`src/rtl/seg7_pkg.sv`:
```
// Shared types and constants for the seven-segment BCD display block.
// Segment codes are active-high {g..a}; polarity is applied in the decoder.
package seg7_pkg;

   typedef enum logic [1:0] {
      IDLE = 2'd0,
      CONV = 2'd1,
      LOAD = 2'd2
   } state_t;

   localparam logic [6:0] SEG_CODE [0:9] = '{
      7'h3F, 7'h06, 7'h5B, 7'h4F, 7'h66,
      7'h6D, 7'h7D, 7'h07, 7'h7F, 7'h6F
   };

   localparam logic [7:0] SEG_BLANK      = 8'h00;
   localparam logic [3:0] BCD_ADJ_THRESH = 4'd5;
   localparam logic [3:0] BCD_ADJ        = 4'd3;
   localparam int         CONV_STEPS     = 8;

   // Double-dabble correction applied to one BCD nibble before each shift.
   function automatic logic [3:0] bcd_adjust(input logic [3:0] nib);
      return (nib >= BCD_ADJ_THRESH) ? nib + BCD_ADJ : nib;
   endfunction

endpackage

```
`src/rtl/seg7_decode.sv`:
```
// Combinational BCD digit to seven-segment decoder with blanking and
// selectable output polarity. dp (bit 7) is always off.
module seg7_decode
   import seg7_pkg::*;
(
   input  logic [3:0] i_digit,
   input  logic       i_blank,
   input  logic       i_active_low,
   output logic [7:0] o_seg
);

   logic [7:0] w_seg_hi;

   // Non-decimal nibbles cannot occur from the converter; they show blank.
   always_comb begin
      w_seg_hi = SEG_BLANK;
      if (!i_blank && (i_digit <= 4'd9)) begin
         w_seg_hi = {1'b0, SEG_CODE[i_digit]};
      end
   end

   assign o_seg = i_active_low ? ~w_seg_hi : w_seg_hi;

endmodule

```
`src/rtl/seg7_bcd_display.sv`:
```
// Accepts an 8-bit count strobe, converts it to BCD with an 8-step
// double-dabble FSM, and drives three registered seven-segment digits.
module seg7_bcd_display
   import seg7_pkg::*;
#(
   parameter bit SEG_ACTIVE_LOW = 1'b1,
   parameter bit BLANK_LZ       = 1'b1
) (
   input  logic       clk,
   input  logic       rst,
   input  logic [7:0] val_i,
   input  logic       val_valid_i,
   output logic       busy_o,
   output logic       done_o,
   output logic       ovr_o,
   output logic [7:0] seg0_o,
   output logic [7:0] seg1_o,
   output logic [7:0] seg2_o
);

   localparam logic [7:0] SEG_OFF = SEG_ACTIVE_LOW ? ~SEG_BLANK : SEG_BLANK;

   state_t      r_state;
   state_t      w_state_next;
   logic [7:0]  r_bin;
   logic [11:0] r_bcd;
   logic [2:0]  r_step;
   logic        r_done;
   logic        r_ovr;
   logic [7:0]  r_seg [0:2];

   logic        w_busy;
   logic [11:0] w_bcd_adj;
   logic [19:0] w_shifted;
   logic [2:0]  w_blank;
   logic [7:0]  w_seg [0:2];

   // Per-nibble correction, then one left shift of the {bcd,bin} pair.
   generate
      for (genvar gi = 0; gi < 3; gi++) begin : g_adj
         assign w_bcd_adj[4*gi +: 4] = bcd_adjust(r_bcd[4*gi +: 4]);
      end
   endgenerate

   assign w_shifted = {w_bcd_adj, r_bin} << 1;

   // Tens blanks only when hundreds is also zero; ones is always shown.
   assign w_blank[0] = 1'b0;
   assign w_blank[1] = BLANK_LZ && (r_bcd[11:8] == 4'd0) && (r_bcd[7:4] == 4'd0);
   assign w_blank[2] = BLANK_LZ && (r_bcd[11:8] == 4'd0);

   generate
      for (genvar gi = 0; gi < 3; gi++) begin : g_dec
         seg7_decode u_decode (
            .i_digit      (r_bcd[4*gi +: 4]),
            .i_blank      (w_blank[gi]),
            .i_active_low (SEG_ACTIVE_LOW),
            .o_seg        (w_seg[gi])
         );
      end
   endgenerate

   always_comb begin
      w_state_next = r_state;
      w_busy       = 1'b0;
      case (r_state)
         IDLE: begin
            if (val_valid_i) begin
               w_state_next = CONV;
            end
         end
         CONV: begin
            w_busy = 1'b1;
            if (r_step == 3'(CONV_STEPS - 1)) begin
               w_state_next = LOAD;
            end
         end
         LOAD: begin
            w_busy       = 1'b1;
            w_state_next = IDLE;
         end
         default: begin
            w_state_next = IDLE;
         end
      endcase
   end

   always_ff @(posedge clk) begin
      if (rst) begin
         r_state <= IDLE;
         r_bin   <= '0;
         r_bcd   <= '0;
         r_step  <= '0;
         r_done  <= 1'b0;
         r_ovr   <= 1'b0;
         for (int i = 0; i < 3; i++) begin
            r_seg[i] <= SEG_OFF;
         end
      end else begin
         r_state <= w_state_next;
         r_done  <= 1'b0;
         // A strobe arriving mid-conversion is dropped but remembered.
         if (val_valid_i && (r_state != IDLE)) begin
            r_ovr <= 1'b1;
         end
         case (r_state)
            IDLE: begin
               if (val_valid_i) begin
                  r_bin  <= val_i;
                  r_bcd  <= '0;
                  r_step <= '0;
               end
            end
            CONV: begin
               r_bcd  <= w_shifted[19:8];
               r_bin  <= w_shifted[7:0];
               r_step <= r_step + 3'd1;
            end
            LOAD: begin
               for (int i = 0; i < 3; i++) begin
                  r_seg[i] <= w_seg[i];
               end
               r_done <= 1'b1;
            end
            default: begin
            end
         endcase
      end
   end

   assign busy_o = w_busy;
   assign done_o = r_done;
   assign ovr_o  = r_ovr;
   assign seg0_o = r_seg[0];
   assign seg1_o = r_seg[1];
   assign seg2_o = r_seg[2];

endmodule

```
`config.mk`:
```
export PLATFORM = sky130hd
export DESIGN_NAME = seg7_bcd_display
export DESIGN_NICKNAME = d
export VERILOG_FILES = /design/src/rtl/seg7_pkg.sv /design/src/rtl/seg7_decode.sv /design/src/rtl/seg7_bcd_display.sv
export SDC_FILE = /design/constraint.sdc
export NUM_CORES = 1
export LEC_CHECK = 0
export CAP_MARGIN = 25
export CORE_ASPECT_RATIO = 0.5
export CORE_MARGIN = 4
export CORE_UTILIZATION = 49
export DETAILED_ROUTE_END_ITERATION = 12
export PLACE_DENSITY = 0.8
export SYNTH_ARGS = -nofsm -noshare
export SYNTH_HDL_FRONTEND = slang
export SYNTH_SLANG_ARGS = --single-unit
export TNS_END_PERCENT = 20
```
`constraint.sdc`:
```
create_clock -name clk -period 1.7 [get_ports clk]
set_input_delay 0.34 -clock clk [delete_from_list [all_inputs] [get_ports clk]]
set_output_delay 0.34 -clock clk [all_outputs]
set_load 0.1 [all_outputs]
```
==> results.cfg, run 1 <==
[drt]
drc = 0
vias = 1961
wirelength_um = 5210
first_pass_iters = 4
drt_iter0_drc = 51
drt.antenna.violating_nets = 0
viasPerCell = 5.20
detail_route.wl_per_cell_um = 13.8

[die]
initial_core_util_pct = 51.7
ioPinCount = 38
core_area_mm2 = 0.00500
die_h_um = 59.3
rows = 18
die_x_um = 111
dieArea_mm2 = 0.00657

[clocking]
hold_buffers = 0
clk_path_buf_depth = 2
post-cts-setup-buffers = 0
cts_tree = yes
clk_latency_ns = 0.30
clockRootBuffer = clkbuf_8
clkSlewWorstSetupHoldPaths_ns = 0.09
cts-htree-levels = 2
ctsResizeCount = 0
clock_sinks = 48
numCtsBuffers = 5

[placement]
placed_area_mm2 = 0.00336
port_buffers = 34
gp_congestion = 0.835
post-place-ws_ns = -0.0996
dp.cells = 369
hpwl_um = 3760

[synth]
seq_area_frac_synth_pct = 45.3
yosysWarnings = 0
yosys-top-cells-count = 27 x dfxtp_1, 23 x nand2_1, 21 x edfxtp_1
yosysTopAreaCell = edfxtp_1
synth_ff_type = dfxtp_1
ys_ff_latch = 48
synth-edff-count = 21
synth_most_common_cell = dfxtp_1
synth_cell_types = 45
synthCells = 253
synthTopCellsByArea = edfxtp_1 24%, dfxtp_1 21%, ha_1 9.7%, mux2i_1 4.7%, o21ai_0 3.5%
synth-async-reset-ratio_pct = 0
synth.top_cell.area_share_pct = 24.4
avgSynthCellArea_um2 = 10.2
netlist_area_mm2 = 0.00258

[worst_hold_path]
min_path_type = flop to flop
min_from = r_bin[0]$_SDFFE_PP0P_
hold_end = r_bin[0]$_SDFFE_PP0P_
min_path_cells = 2

[global_routing]
antenna_found_initial = 0
grt_usage_pct = 17.2
grt_pass1_wl_um = 9040
grt_pass1_vias = 2066
grt_max_degree = 22
gr-total-overflow = 0

[critical_path]
r2r-end = r_seg[0][20]$_SDFFCE_PN1P_
r2r_start = r_bcd[8]$_SDFFE_PP0P_
reg2reg_depth = 6
end_kind = flop
critPathLaunchType = flop
crit_type = flop to flop
cp_data_arrival_time_ns = 1.67
crit_fanout = 6
rrSetupSlack_ns = 0.09
required_ns = 1.75

[sta]
fmax_mhz = 620
slew_violations = 0
hold_viol_final = 0
finalClockSkew_ns = 0.00432
period_minus_slack_ns = 1.61
hold_ws_ns = 0.467
rsz0062_at_grt = true
fin_crit_sh_pct = 94.9
setup_violations = 0
setup_slack_ns = 0.0863

[power_and_ir_drop]
ir_drop_mv = 0.509
cellPowerDensity_mw_per_mm2 = 723
power_frac_clock_pct = 32.2
p_leak_nw = 1.34
p_int_mw = 1.84
swShare_pct = 26.9
comb_power_share_pct = 17.6
seqPwrFrac_pct = 50.2
p_switching_mw = 0.678

[run]
cap_violations = 0

[final_layout]
syn2layout_area_growth_pct = 34.9
antenna_cells = 0
nets = 337
final_cell_area_mm2 = 0.00348
drive_above_1_share_pct = 25.1
finalNonFillerCells = 377
fin_util_pct = 69.7
fill_cells = 354

[status]
outcome = completed
## placed cells by master (no fill, tap or decap), types with 4 or more instances in the layout
cell type	instances
ha_1	19
a21oi_2	4
mux2i_1	12
a22o_1	8
nor2b_1	6
a21oi_1	9
buf_4	22
clkbuf_8	5
buf_12	26
nand2b_1	7
nand2_1	23
nand3_1	6
inv_1	12
a211oi_1	5
nor2_1	19
dfxtp_1	26
o21ai_0	18
clkdlybuf4s50_1	10
edfxtp_1	21
## state kept, by name, indices dropped and copies added (netlist names)
name     flops
done_o       1
r_step       3
r_seg       21
ovr_o        1
r_bcd       12
r_bin        8
r_state      2
## per-stage QoR
| stage | power, mW | setup TNS, ns |
|---|---|---|
| 6_report | 2.52 | 0 |
| 5_1_grt | 2.61 | -0.0236 |
| 4_1_cts | 2.54 | 0 |
| 3_3_place_gp | 1.72 | -0.173 |
| 3_5_place_dp | 1.74 | -0.419 |
| 2_1_floorplan | 1.59 | 0 |
## worst max-delay path by stage
stage,to,startpoint,slack [ns],cells past startpoint
2_1_floorplan,r_seg[0][20]$_SDFFCE_PN1P_,r_bcd[8]$_SDFFE_PP0P_,0.02,6
3_3_place_gp,r_seg[0][12]$_SDFFCE_PN1P_,rst,-0.08,5
3_5_place_dp,r_seg[0][12]$_SDFFCE_PN1P_,rst,-0.1,5
4_1_cts,r_seg[0][20]$_SDFFCE_PN1P_,r_bcd[8]$_SDFFE_PP0P_,0.03,6
5_1_grt,r_bcd[1]$_SDFFE_PP0P_,r_bcd[0]$_SDFFE_PP0P_,-0.01,6
6_report,r_seg[0][20]$_SDFFCE_PN1P_,r_bcd[8]$_SDFFE_PP0P_,0.09,6
## layer usage
layer  wire length [um]  track usage [%]  vias up
met2               2480             32.2       57
met5                  0                0        -
li1                   -                -      990
met1               2320             18.8      903
met4                115             7.89        0
met3                299             4.59       11
## cells by family after synthesis
logic type                 Yosys count  synth area share, %
AOI/OAI and AO/OA                   62                 16.5
xor gates and xnor gates             3                 1.02
adders and majority gates           20                 9.69
buffers and inverters               27                 5.86
DFF                                 48                 45.3
muxes                               15                 6.20
other                                1                0.145
and+or+nand+nor                     77                 15.3
## power groups by stage
| stage | clock (mW) | sequential (mW) | combinational [mW] |
|---|---|---|---|
| after floorplan | 0 | 1.37 | 0.227 |
| after global placement | 0 | 1.29 | 0.433 |
| after detailed placement | 0 | 1.29 | 0.444 |
| after CTS | 0.825 | 1.26 | 0.446 |
| after global routing | 0.868 | 1.27 | 0.471 |
| final | 0.811 | 1.26 | 0.444 |
## critical path: stages, from the launching register on
cell and delay, ns:
dfxtp_2 0.35, inv_1 0.07, ha_1 0.23, nor2b_1 0.16, mux2_2 0.30, nor2_4 0.14
o311ai_1 0.11
## final cells by class
type | count | area, um^2 | share of cell area [%]
repair buffers | 58 | 786 | 22.6
clock buffers | 5 | 68.8 | 1.98
flip-flops and latches | 48 | 1170 | 33.7
multi-input cells | 180 | 1280 | 36.8
inverters | 13 | 48.8 | 1.40
well taps | 70 | 87.6 | 2.51
clock inverters | 3 | 37.5 | 1.08
Power figures use the tool's default switching activity.
==> run 2: changes to the inputs <==
--- a/config.mk
+++ b/config.mk
@@ -9,6 +9,7 @@
 export CORE_ASPECT_RATIO = 0.5
 export CORE_MARGIN = 4
 export CORE_UTILIZATION = 49
+export CTS_CLUSTER_DIAMETER = 100
 export DETAILED_ROUTE_END_ITERATION = 12
 export PLACE_DENSITY = 0.8
 export SYNTH_ARGS = -nofsm -noshare
==> results of run 2 <==
Final layout, timing and power as in run 1 (identical DEF).
==> run 3: changes to the inputs <==
--- a/config.mk
+++ b/config.mk
@@ -11,6 +11,7 @@
 export CORE_UTILIZATION = 49
 export CTS_CLUSTER_DIAMETER = 100
 export DETAILED_ROUTE_END_ITERATION = 12
+export HOLD_SLACK_MARGIN = 0.1
 export PLACE_DENSITY = 0.8
 export SYNTH_ARGS = -nofsm -noshare
 export SYNTH_HDL_FRONTEND = slang
==> results of run 3 <==
Final layout, timing and power as in run 1 (identical DEF).
